`config.mk`:
```
export PLATFORM = sky130hd
export DESIGN_NAME = accel_port_arbiter
export DESIGN_NICKNAME = d
export VERILOG_FILES = /design/src/rtl/accel_arb_pkg.sv /design/src/rtl/accel_port_arbiter_starve.sv /design/src/rtl/accel_port_arbiter.sv
export SDC_FILE = /design/constraint.sdc
export NUM_CORES = 1
export LEC_CHECK = 0
export CORE_AREA = 2 2 143 145
export CTS_CLUSTER_SIZE = 20
export DETAILED_ROUTE_END_ITERATION = 16
export DIE_AREA = 0 0 145 147
export PLACE_DENSITY_LB_ADDON = 0.1
export SETUP_SLACK_MARGIN = 0.4
export SKIP_LAST_GASP = 1
export SYNTH_ARGS = -nofsm -noshare
export SYNTH_HDL_FRONTEND = slang
export SYNTH_SLANG_ARGS = --single-unit
```
`constraint.sdc`:
```
create_clock -name clk -period 4.38 [get_ports clk]
set_input_delay 0.876 -clock clk [delete_from_list [all_inputs] [get_ports clk]]
set_output_delay 0.876 -clock clk [all_outputs]
set_load 0.01 [all_outputs]
```
`src/rtl/accel_arb_pkg.sv`:
```
// Shared constants and types for the accelerator MMIO port arbiter.
package accel_arb_pkg;

  localparam int REQ_DMA  = 0;
  localparam int REQ_PCPI = 1;
  localparam int REQ_CPU  = 2;
  localparam int NUM_REQ  = 3;

  localparam logic [1:0]  GRANT_NONE = 2'd3;
  localparam logic [31:0] ERR_RDATA  = 32'hDEADBEEF;

  typedef enum logic {ARB_IDLE, ARB_BUSY} arb_state_t;

  function automatic logic [1:0] lowest_set(input logic [NUM_REQ-1:0] v);
    logic [1:0] idx;
    idx = GRANT_NONE;
    if (v[REQ_DMA])       idx = 2'(REQ_DMA);
    else if (v[REQ_PCPI]) idx = 2'(REQ_PCPI);
    else if (v[REQ_CPU])  idx = 2'(REQ_CPU);
    return idx;
  endfunction

endpackage

```
`src/rtl/accel_port_arbiter_starve.sv`:
```
// Per-requester lost-arbitration counter; saturates at the limit and flags starvation.
module arb_starve_ctr #(
  parameter int unsigned STARVE_LIMIT = 8
) (
  input  logic clk,
  input  logic resetn,
  input  logic lost,
  input  logic won,
  output logic starved
);

  localparam logic [7:0] LIMIT = 8'(STARVE_LIMIT);

  logic [7:0] cnt_q, cnt_d;

  always_comb begin
    cnt_d = cnt_q;
    if (won)                        cnt_d = '0;
    else if (lost && cnt_q < LIMIT) cnt_d = cnt_q + 8'd1;
  end

  always_ff @(posedge clk) begin
    if (!resetn) cnt_q <= '0;
    else         cnt_q <= cnt_d;
  end

  assign starved = (cnt_q >= LIMIT);

endmodule

```
`src/rtl/accel_port_arbiter.sv`:
```
// Three-way arbiter for the accelerator MMIO port with starvation aging and bus timeout.
//   state    | meaning
//   ARB_IDLE | port free; arbitrate among valid requesters and latch winner payload
//   ARB_BUSY | payload presented to accelerator; wait for ready or timeout abort
module accel_port_arbiter
  import accel_arb_pkg::*;
#(
  parameter int unsigned TIMEOUT_CYCLES = 256,
  parameter int unsigned STARVE_LIMIT   = 8
) (
  input  logic        clk,
  input  logic        resetn,
  input  logic [2:0]  req_valid,
  input  logic [2:0]  req_write,
  input  logic [95:0] req_addr,
  input  logic [95:0] req_wdata,
  input  logic [11:0] req_wstrb,
  output logic [2:0]  req_ready,
  output logic [2:0]  req_err,
  output logic [31:0] req_rdata,
  output logic        accel_mem_valid,
  output logic        accel_mem_write,
  output logic [31:0] accel_mem_addr,
  output logic [31:0] accel_mem_wdata,
  output logic [3:0]  accel_mem_wstrb,
  input  logic [31:0] accel_mem_rdata,
  input  logic        accel_mem_ready,
  output logic [1:0]  grant_id,
  output logic        busy,
  output logic [7:0]  timeout_count
);

  localparam logic [15:0] TMO_LAST = 16'(TIMEOUT_CYCLES - 1);

  arb_state_t  state_q, state_d;
  logic [1:0]  grant_q, grant_d;
  logic        write_q, write_d;
  logic [31:0] addr_q, addr_d, wdata_q, wdata_d;
  logic [3:0]  wstrb_q, wstrb_d;
  logic [15:0] tmo_q, tmo_d;
  logic [7:0]  tcnt_q, tcnt_d;

  logic [NUM_REQ-1:0] starved, lost, won;
  logic [1:0]         winner;
  logic               arb_fire, abort;

  // Starved requesters pre-empt fixed priority; lowest index still breaks ties among them.
  always_comb begin
    winner = (|(req_valid & starved)) ? lowest_set(req_valid & starved)
                                      : lowest_set(req_valid);
  end

  assign arb_fire = (state_q == ARB_IDLE) && (|req_valid);

  for (genvar i = 0; i < NUM_REQ; i++) begin : g_starve
    assign won[i]  = arb_fire && (winner == 2'(i));
    assign lost[i] = arb_fire && req_valid[i] && (winner != 2'(i));

    arb_starve_ctr #(.STARVE_LIMIT(STARVE_LIMIT)) u_ctr (
      .clk     (clk),
      .resetn  (resetn),
      .lost    (lost[i]),
      .won     (won[i]),
      .starved (starved[i])
    );
  end

  assign busy  = (state_q == ARB_BUSY);
  assign abort = busy && !accel_mem_ready && (tmo_q == TMO_LAST);

  always_comb begin
    state_d   = state_q;
    grant_d   = grant_q;
    write_d   = write_q;
    addr_d    = addr_q;
    wdata_d   = wdata_q;
    wstrb_d   = wstrb_q;
    tmo_d     = tmo_q;
    tcnt_d    = tcnt_q;
    req_ready = '0;
    req_err   = '0;
    req_rdata = '0;
    case (state_q)
      ARB_IDLE: begin
        if (arb_fire) begin
          state_d = ARB_BUSY;
          grant_d = winner;
          write_d = req_write[winner];
          addr_d  = req_addr[32*int'(winner) +: 32];
          wdata_d = req_wdata[32*int'(winner) +: 32];
          wstrb_d = req_wstrb[4*int'(winner) +: 4];
          tmo_d   = '0;
        end
      end
      ARB_BUSY: begin
        tmo_d = tmo_q + 16'd1;
        // A ready arriving on the abort cycle is a normal completion.
        if (accel_mem_ready) begin
          state_d   = ARB_IDLE;
          req_ready = 3'b001 << grant_q;
          req_rdata = accel_mem_rdata;
        end else if (abort) begin
          state_d   = ARB_IDLE;
          req_ready = 3'b001 << grant_q;
          req_err   = 3'b001 << grant_q;
          req_rdata = ERR_RDATA;
          if (tcnt_q != 8'hFF) tcnt_d = tcnt_q + 8'd1;
        end
      end
      default: state_d = ARB_IDLE;
    endcase
  end

  always_ff @(posedge clk) begin
    if (!resetn) begin
      state_q <= ARB_IDLE;
      grant_q <= GRANT_NONE;
      write_q <= 1'b0;
      addr_q  <= '0;
      wdata_q <= '0;
      wstrb_q <= '0;
      tmo_q   <= '0;
      tcnt_q  <= '0;
    end else begin
      state_q <= state_d;
      grant_q <= grant_d;
      write_q <= write_d;
      addr_q  <= addr_d;
      wdata_q <= wdata_d;
      wstrb_q <= wstrb_d;
      tmo_q   <= tmo_d;
      tcnt_q  <= tcnt_d;
    end
  end

  assign accel_mem_valid = busy;
  assign accel_mem_write = busy && write_q;
  assign accel_mem_addr  = busy ? addr_q  : '0;
  assign accel_mem_wdata = busy ? wdata_q : '0;
  assign accel_mem_wstrb = busy ? wstrb_q : '0;
  assign grant_id        = busy ? grant_q : GRANT_NONE;
  assign timeout_count   = tcnt_q;

endmodule

```
; Word-level counts from Yosys, hierarchy flattened
; Cells that the tools add are included.
[totals]
wordCells = 91
regBits = 120
output_inout_bits = 119
[classes]
muxes = 27
eq_ne = 7
bitwise = 4
n_shift = 4
reduce_logical = 26
n_addsub = 5
n_lt_le_gt_ge = 7
[ops]
columns = op, n
row1 = $shiftx 96x8->32, 2
row2 = $mux 32, 5
row3 = $add 8x1->8 const B, 4
row4 = $pmux 16 s2, 1
row5 = $ge 8x4->1 const B, 3
row6 = $lt 8x4->1 const B, 3
row7 = $add 16x1->16 const B, 1
row8 = $eq 16x8->1 const B, 1
row9 = $logic_and 1x1->1, 16
row10 = $mux 16, 1
row11 = $mux 3, 5
row12 = $mux 2, 6
row13 = $shiftx 12x5->4, 1
row14 = $ne 8x8->1 const B, 1
row15 = $mux 1, 6
row16 = $reduce_or 2->1, 3
row17 = $reduce_or 3->1, 2
row18 = $mux 4, 1
row19 = $ne 2x2->1 const B, 2
row20 = $reduce_and 4->1, 1
row21 = $and 3x3->3, 1
row22 = $lt 2x3->1 const B, 1
row23 = $not 1->1, 3
row24 = $shl 1x2->3 const A, 1
row25 = 9 further kinds, 9

; Logic depth before layout (Yosys ltp)
; Gate-level depths: netlist of run 1.
[logic_depth]
depth_word = 9
depth_mapped = 8

; Cells and area by module
; A second synthesis of run 1 with hierarchy kept.
[hier_totals]
cells_unflattened = 761
hier_area_um2 = 6286.0
[by_module_without_submodules]
columns = module, seq_area_each_um2, area_per_inst_um2, cells_each, n_inst
row1 = accel_port_arbiter, 1921.8, 5250.0, 656, 1
row2 = arb_starve_ctr, 160.2, 345.3, 35, 3

; Worst setup path after synthesis of run 1
; No wires, ideal clock.
[synth_timing]
path_kind = input-to-output
start = input port accel_mem_ready
end = output port req_ready[1]
arrival_time_ps = 2153
slack_ps = 1351
path_stages = 6
required_time_ps = 3504
cell_sequence = clkbuf_1 > nor2_1 > and4_1 > a22oi_1 > clkbuf_1 > nor2_1
[synth_between]
elab_chain_cells = 6
[synth_rtl]
columns = element, line
row1 = "start, declared", accel_port_arbiter.sv:27  ; input logic accel_mem_ready,
row2 = $logic_not 1->1, accel_port_arbiter.sv:69  ; assign abort = busy && !accel_mem_ready && (tmo_q == TMO_LAST);
row3 = $logic_and 1x1->1 (2 in a row), accel_port_arbiter.sv:69
row4 = $mux 3, accel_port_arbiter.sv:102  ; end else if (abort) begin
row5 = $mux 3 *, accel_port_arbiter.sv:98  ; if (accel_mem_ready) begin
row6 = $mux 3 *, accel_port_arbiter.sv:83  ; case (state_q)
row7 = "end, declared", accel_port_arbiter.sv:18  ; output logic [2:0] req_ready,
; Mark *: on every way between the ends. The rest lies on a longest branch, timed or not.

; Worst setup path in the final report of run 1
[layout_timing]
start = input port accel_mem_ready
end = output port req_rdata[10]
[layout_between]
elab_chain_cells = 6
[layout_rtl]
columns = element, line
row1 = $logic_not 1->1, accel_port_arbiter.sv:69
row2 = $logic_and 1x1->1 (2 in a row), accel_port_arbiter.sv:69
row3 = $mux 32, accel_port_arbiter.sv:102
row4 = $mux 32 *, accel_port_arbiter.sv:98
row5 = $mux 32 *, accel_port_arbiter.sv:83
row6 = "end, declared", accel_port_arbiter.sv:20  ; output logic [31:0] req_rdata,
; Marked as above.

==> results of run 1 <==
==> how the worst min path moves through the flow <==
stage | to | start | cells past startpoint
global route | g_starve[1].u_ctr.cnt_q[3] | g_starve[1].u_ctr.cnt_q[3] | 1
CTS | g_starve[1].u_ctr.cnt_q[5] | g_starve[1].u_ctr.cnt_q[5] | 1
detailed placement | g_starve[1].u_ctr.cnt_q[5] | g_starve[1].u_ctr.cnt_q[5] | 1
floorplan | g_starve[1].u_ctr.cnt_q[5] | g_starve[1].u_ctr.cnt_q[5] | 1
finish | g_starve[1].u_ctr.cnt_q[3] | g_starve[1].u_ctr.cnt_q[3] | 1
global placement | g_starve[1].u_ctr.cnt_q[5] | g_starve[1].u_ctr.cnt_q[5] | 1
==> routing by layer <==
metal,share of wire [%],track usage (%),up-vias
met5,0.11,0,-
met4,3.4,9.802,4
met3,10,10.19,45
met2,48,36.52,255
met1,38,24.16,2956
li1,-,-,3146
==> sequential cells by signal, summed over array words and instances, names as in the netlist, 2 cells and up <==
| register | flops |
|---|---|
| grant_q | 2 |
| addr_q | 32 |
| wstrb_q | 4 |
| g_starve.u_ctr.cnt_q | 24 |
| timeout_count | 8 |
| wdata_q | 32 |
| tmo_q | 16 |
==> critical path: stages <==
cell and delay [ns]:
clkdlybuf4s50_1 0.66, nor2_1 0.07, and4_2 0.24, a22oi_2 0.53, a21oi_1 0.09, clkdlybuf4s50_1 0.51
==> cell usage after synthesis, drive strengths merged (3+ instances only) <==
library cell / count / area (um2)
a21oi: 35 / 175.2
a221o: 69 / 690.7
a22o: 67 / 586.8
and2: 77 / 481.7
and3: 20 / 125.1
and4: 3 / 26.28
buf: 15 / 85.08
clkbuf: 40 / 150.1
dfxtp: 120 / 2402
ha: 8 / 100.1
inv: 33 / 123.9
mux2: 3 / 33.78
mux2i: 3 / 30.03
nand2: 24 / 90.09
nand2b: 7 / 43.79
nand3: 20 / 100.1
nand4: 6 / 37.54
nor2: 32 / 120.1
nor2b: 4 / 25.02
nor3: 7 / 40.04
nor4: 4 / 25.02
o21a: 3 / 22.52
o21ai: 4 / 20.02
o31ai: 7 / 52.55
or2: 3 / 18.77
or3: 4 / 25.02
or4: 4 / 30.03
xnor2: 4 / 35.03
xor2: 4 / 35.03
==> cells by family (layout without fill, tap and decap cells) <==
group,Yosys count,in the layout,share of synthesized area [%]
muxes,6,6,1.069
xor gates and xnor gates,8,8,1.173
AOI/OAI and AO/OA,208,209,29.42
adders and majority gates,8,8,1.677
other,0,3,0
and+or+nand+nor,218,218,20.35
buffers and inverters,89,439,6.077
DFF,120,120,40.23
==> metrics by stage <==
stage               std cells  utilization (%)
finish                   1281            52.99
global route             1281            52.99
CTS                      1277            52.83
global placement         1244            49.36
floorplan                 657                -
detailed placement       1244            49.36
==> what timing repair did <==
action                     CTS  global route
hold buffers                 0             0
gates cloned                 1             0
setup buffers                0             1
pin swaps                    1             1
setup endpoints to repair   27            27
gates resized for setup      1             2
==> where the power goes <==
part / total [mW] / internal, mW / switching (mW)
clock: 1.61 / 1.07 / 0.546
combinational: 0.579 / 0.370 / 0.209
sequential: 1.19 / 1.16 / 0.0374
total: 3.39 / 2.59 / 0.792
==> final cells by class <==
class,count,area (um2)
inverter,34,127.6
antenna,3,7.507
tap,270,337.8
fill,1843,9329
clock buffer,17,425.4
timing repair buffer,373,3721
sequential,120,2404
clock inverter,15,251.5
multi-input combinational,449,3241
==> results.ini, run 1 <==
[placed_design]
placed_cell_area_um2 = 9794
dp_hpwl_um = 17210
dp_slack_ns = 0.2049
gp_congestion = 0.7913
io_buffers = 363

[yosys]
syn_nets = 910
synth_cell_type_count = 51
synthArstFlopShare_pct = 0
netlist_instances = 657
synth_edf_count = 0
synth_flop_cell = dfxtp_1
yosysSeqAreaShare_pct = 40.23
ys_seq_elements = 120
synth_area_per_cell_um2 = 9.088
syn_area_um2 = 5971
synth-warning-count = 0

[grt]
antenna_found_initial = 5
grt_pass1_wl_um = 36670
grt_pass1_vias = 6464
overflow = 0
groute.usage.overall_pct = 21.99
grt_max_degree = 81

[floorplanning]
core_region_area_um2 = 19840
start_util_pct = 30.09
rows = 52
die-area_um2 = 21320
io_pins = 364
die_y_um = 147
die_w_um = 145

[sta]
hold_violations = 0
period_share_pct = 87.86
period_needed_ns = 3.848
maxSlewViolCount = 0
timing.final.ws_setup_ns = 0.5316
tightest_slew_ns = 0.8648
tns_ns = 0
holdWs_ns = 0.4623
relSlewSlack_pct = 42.34
fin_skew_ns = 0.008845
fmax_mhz = 259.8
rsz0062_at_grt = false
finalSetupViolations = 0

[critical_path]
timing.rr.start = accel_mem_valid
r2r_setup_slack_ns = 1.25
cp.required_ns = 3.50
worstReg2RegEnd = addr_q[13]
worstSetupPathType = in2out
timing.critical_path.to = req_rdata[10]
cp-end-kind = primary output
startpoint_type = primary input
crit_start = accel_mem_ready
reg2regPathDepth = 6
worstPathArrival_ns = 2.97
cp_max_fo = 14

[final_layout]
drive_above_1_share_pct = 5.754
area_growth_pct = 76.11
final_area_um2 = 10520
layout_commonest_cell = clkdlybuf4s50_1
final_cell_mix = 363 x clkdlybuf4s50_1, 119 x dfxtp_1, 76 x and2_1
nNetsFinal = 1248

[run_status]
status = completed

[clocking]
insertion_delay_ns = 0.41
numCtsBuffers = 17
root_buffer = clkbuf_16
h-tree-depth = 4
cts.clk_slew.worst_paths_ns = 0.05
cts.sinks = 120
clockBufferDepth = 2
cts_tree = built

[pwr]
power_density_nw_per_um2 = 322.0
p_total_mw = 3.386
peakVddDrop_mv = 0.2437
leakagePower_nw = 4.096

[min_path]
hp-class = reg2reg

[routing]
drcViolationCount = 0
drtIter0Drc = 289
vias = 6406
firstDrtPassIters = 4
totalWireLength_um = 23800
via_per_inst = 5.001
drtAntennaViolNets = 0
wl_per_cell_um = 18.58

[flow_run]
drv_cap = 0

Power figures use the tool's default switching activity.
==> inputs of run 2 (changes only) <==
--- a/config.mk
+++ b/config.mk
@@ -5,12 +5,13 @@
 export SDC_FILE = /design/constraint.sdc
 export NUM_CORES = 1
 export LEC_CHECK = 0
-export CORE_AREA = 2 2 143 145
+export CORE_AREA = 2 2 140 142
 export CTS_CLUSTER_SIZE = 20
 export DETAILED_ROUTE_END_ITERATION = 16
-export DIE_AREA = 0 0 145 147
+export DIE_AREA = 0 0 142 144
 export PLACE_DENSITY_LB_ADDON = 0.1
 export SETUP_SLACK_MARGIN = 0.4
+export SKIP_CTS_REPAIR_TIMING = 1
 export SKIP_LAST_GASP = 1
 export SYNTH_ARGS = -nofsm -noshare
 export SYNTH_HDL_FRONTEND = slang
==> constraint.sdc (replaced) <==
create_clock -name clk -period 3.1 [get_ports clk]
set_input_delay 0.62 -clock clk [delete_from_list [all_inputs] [get_ports clk]]
set_output_delay 0.62 -clock clk [all_outputs]
set_load 0.01 [all_outputs]
==> run 2 against run 1 <==
Core utilization rose by 2.2 points. First-iteration DRC count fell by 18%. Register-to-register slack got worse by 0.42 ns. Flip-flop and latch count did not move. Final cell count fell by 1.6%. Setup slack got worse by 0.099 ns. Combinational power rose by 43%. Wire length fell by 1.1%. Sequential power rose by 41%. Global-route usage fell by 0.16 points. Hold slack improved by 0.0032 ns. Total power rose by 29%. Critical path type is now reg2out. Highest routed layer is now met4.
==> results.ini, run 2 (synthesis gave the netlist of run 1 again) <==
[critical_path]
path_buf_inv = 3
crit_chain = ha_4 > and4_4 > nor2b_4 > a22oi_2 > buf_4 > clkbuf_16 > a21oi_1 > clkbuf_2
startpoint_type = flip-flop
cp-end-kind = primary output
worstPathArrival_ns = 2.05
cp_max_fo = 13
slowest_delay_ns = 0.37
cp_top_family = buffers and inverters
worstSetupPathType = reg2out
cp.required_ns = 2.48
crit_slowest_cell = dfxtp_4

[final_layout]
drive_above_1_share_pct = 9.198
finalNonFillerCells = 1261
area_growth_pct = 76.30
n_fill_cell = 1761
largest_registers = addr_q (32), wdata_q (32), g_starve.u_ctr.cnt_q (24)
final_util_pct = 55.17
layout_commonest_cell = clkdlybuf4s50_1
final_cell_mix = 332 x clkdlybuf4s50_1, 117 x dfxtp_1, 76 x and2_1
nNetsFinal = 1262

[clocking]
clockBufferDepth = 2
cts_tree = built
numCtsBuffers = 17
insertion_delay_ns = 0.41
cts.sinks = 120
root_buffer = clkbuf_16
h-tree-depth = 4
cts.clk_slew.worst_paths_ns = 0.06

[sta]
period_needed_ns = 2.667
period_share_pct = 86.04
fmax_mhz = 374.9
relSlewSlack_pct = 53.06
fin_skew_ns = 0.009138
tightest_slew_ns = 0.6953
rsz0062_at_grt = true
maxSlewViolCount = 0
hold_violations = 0
finalSetupViolations = 0
timing.final.ws_setup_ns = 0.4328

[placed_design]
dp.cells = 1225
dp_slack_ns = 0.07334
dp_hpwl_um = 17220
gp_congestion = 0.7565
io_buffers = 363

[routing]
via_per_inst = 5.129
vias = 6468
wl_per_cell_um = 18.68
drtAntennaViolNets = 0
totalWireLength_um = 23550
firstDrtPassIters = 4
drcViolationCount = 0
drtIter0Drc = 238

[grt]
grt_pass1_wl_um = 34210
groute.usage.overall_pct = 21.83
antenna_found_initial = 1
grt_max_degree = 53
overflow = 0
grt_pass1_vias = 6184

[min_path]
hp-class = reg2reg

[floorplanning]
die_w_um = 142
die-area_um2 = 20450
io_pins = 364
start_util_pct = 31.29
rows = 51
core_region_area_um2 = 19080
die_y_um = 144

[run_status]
status = completed

[pwr]
leakagePower_nw = 4.432
power_density_nw_per_um2 = 414.8
peakVddDrop_mv = 0.3370

[flow_run]
drv_cap = 0

## run 2: cell types whose count changed in the layout (fill, tap and decap cells not counted), moves of 2 or more
| cell | previous run | this run |
|---|---|---|
| and4_4 | 0 | 2 |
| buf_12 | 1 | 5 |
| buf_2 | 0 | 5 |
| buf_4 | 9 | 18 |
| bufinv_16 | 6 | 1 |
| clkbuf_2 | 0 | 10 |
| clkdlybuf4s50_1 | 363 | 332 |
| clkinv_2 | 0 | 4 |
| dfxtp_1 | 119 | 117 |
| diode_2 | 3 | 1 |
| dlymetal6s2s_1 | 0 | 16 |
## run 2: per-layer routing
layer  track usage [%]  part of all wire (%)
met3             9.272                   9.6
met2             37.05                    49
met4             6.474                   1.8
met1             25.09                    40
met5                 0                     0
## run 2: final timing paths
check	start	to	slack, ns	depth (start not counted)
setup / recovery	tmo_q[0]	req_rdata[0]	0.43	8
hold / removal	g_starve[1].u_ctr.cnt_q[7]	g_starve[1].u_ctr.cnt_q[7]	0.47	1
setup reg to reg	g_starve[2].u_ctr.cnt_q[7]	addr_q[9]	0.83	6
hold reg to reg	g_starve[1].u_ctr.cnt_q[7]	g_starve[1].u_ctr.cnt_q[7]	0.47	1
## run 2: worst register-to-register path, cell delays in order, from the launching register on
cell and delay, ns:
dfxtp_1 0.31, or3_1 0.41, o31a_1 0.31, and2_1 0.22, o41ai_4 0.38, buf_4 0.36
a221o_1 0.22
## run 2: through the flow
step	hold slack, ns	cell area (um2)	TNS, ns	power (mW)
floorplan	0.4305	5971	0	2.006
global placement	0.4436	9915	0	2.545
detailed placement	0.4493	9915	0	2.548
CTS	0.4661	10470	-1.375	4.418
global route	0.4725	10530	0	4.549
finish	0.4655	10530	0	4.366
## run 2: report_power, final
part	switching, mW	internal (mW)
Clock	0.758	1.10
Combinational	0.301	0.527
Sequential	0.0481	1.63
## run 2: cell type report
class / count / area (um2) / area share, %
flip-flops and latches: 120 / 2409 / 22.88
clock buffers: 17 / 425.4 / 4.041
clock inverters: 15 / 131.4 / 1.248
multi-input cells: 448 / 3263 / 31.00
inverters: 34 / 127.6 / 1.212
well taps: 238 / 297.8 / 2.829
repair buffers: 388 / 3870 / 36.76
diodes: 1 / 2.502 / 0.02377
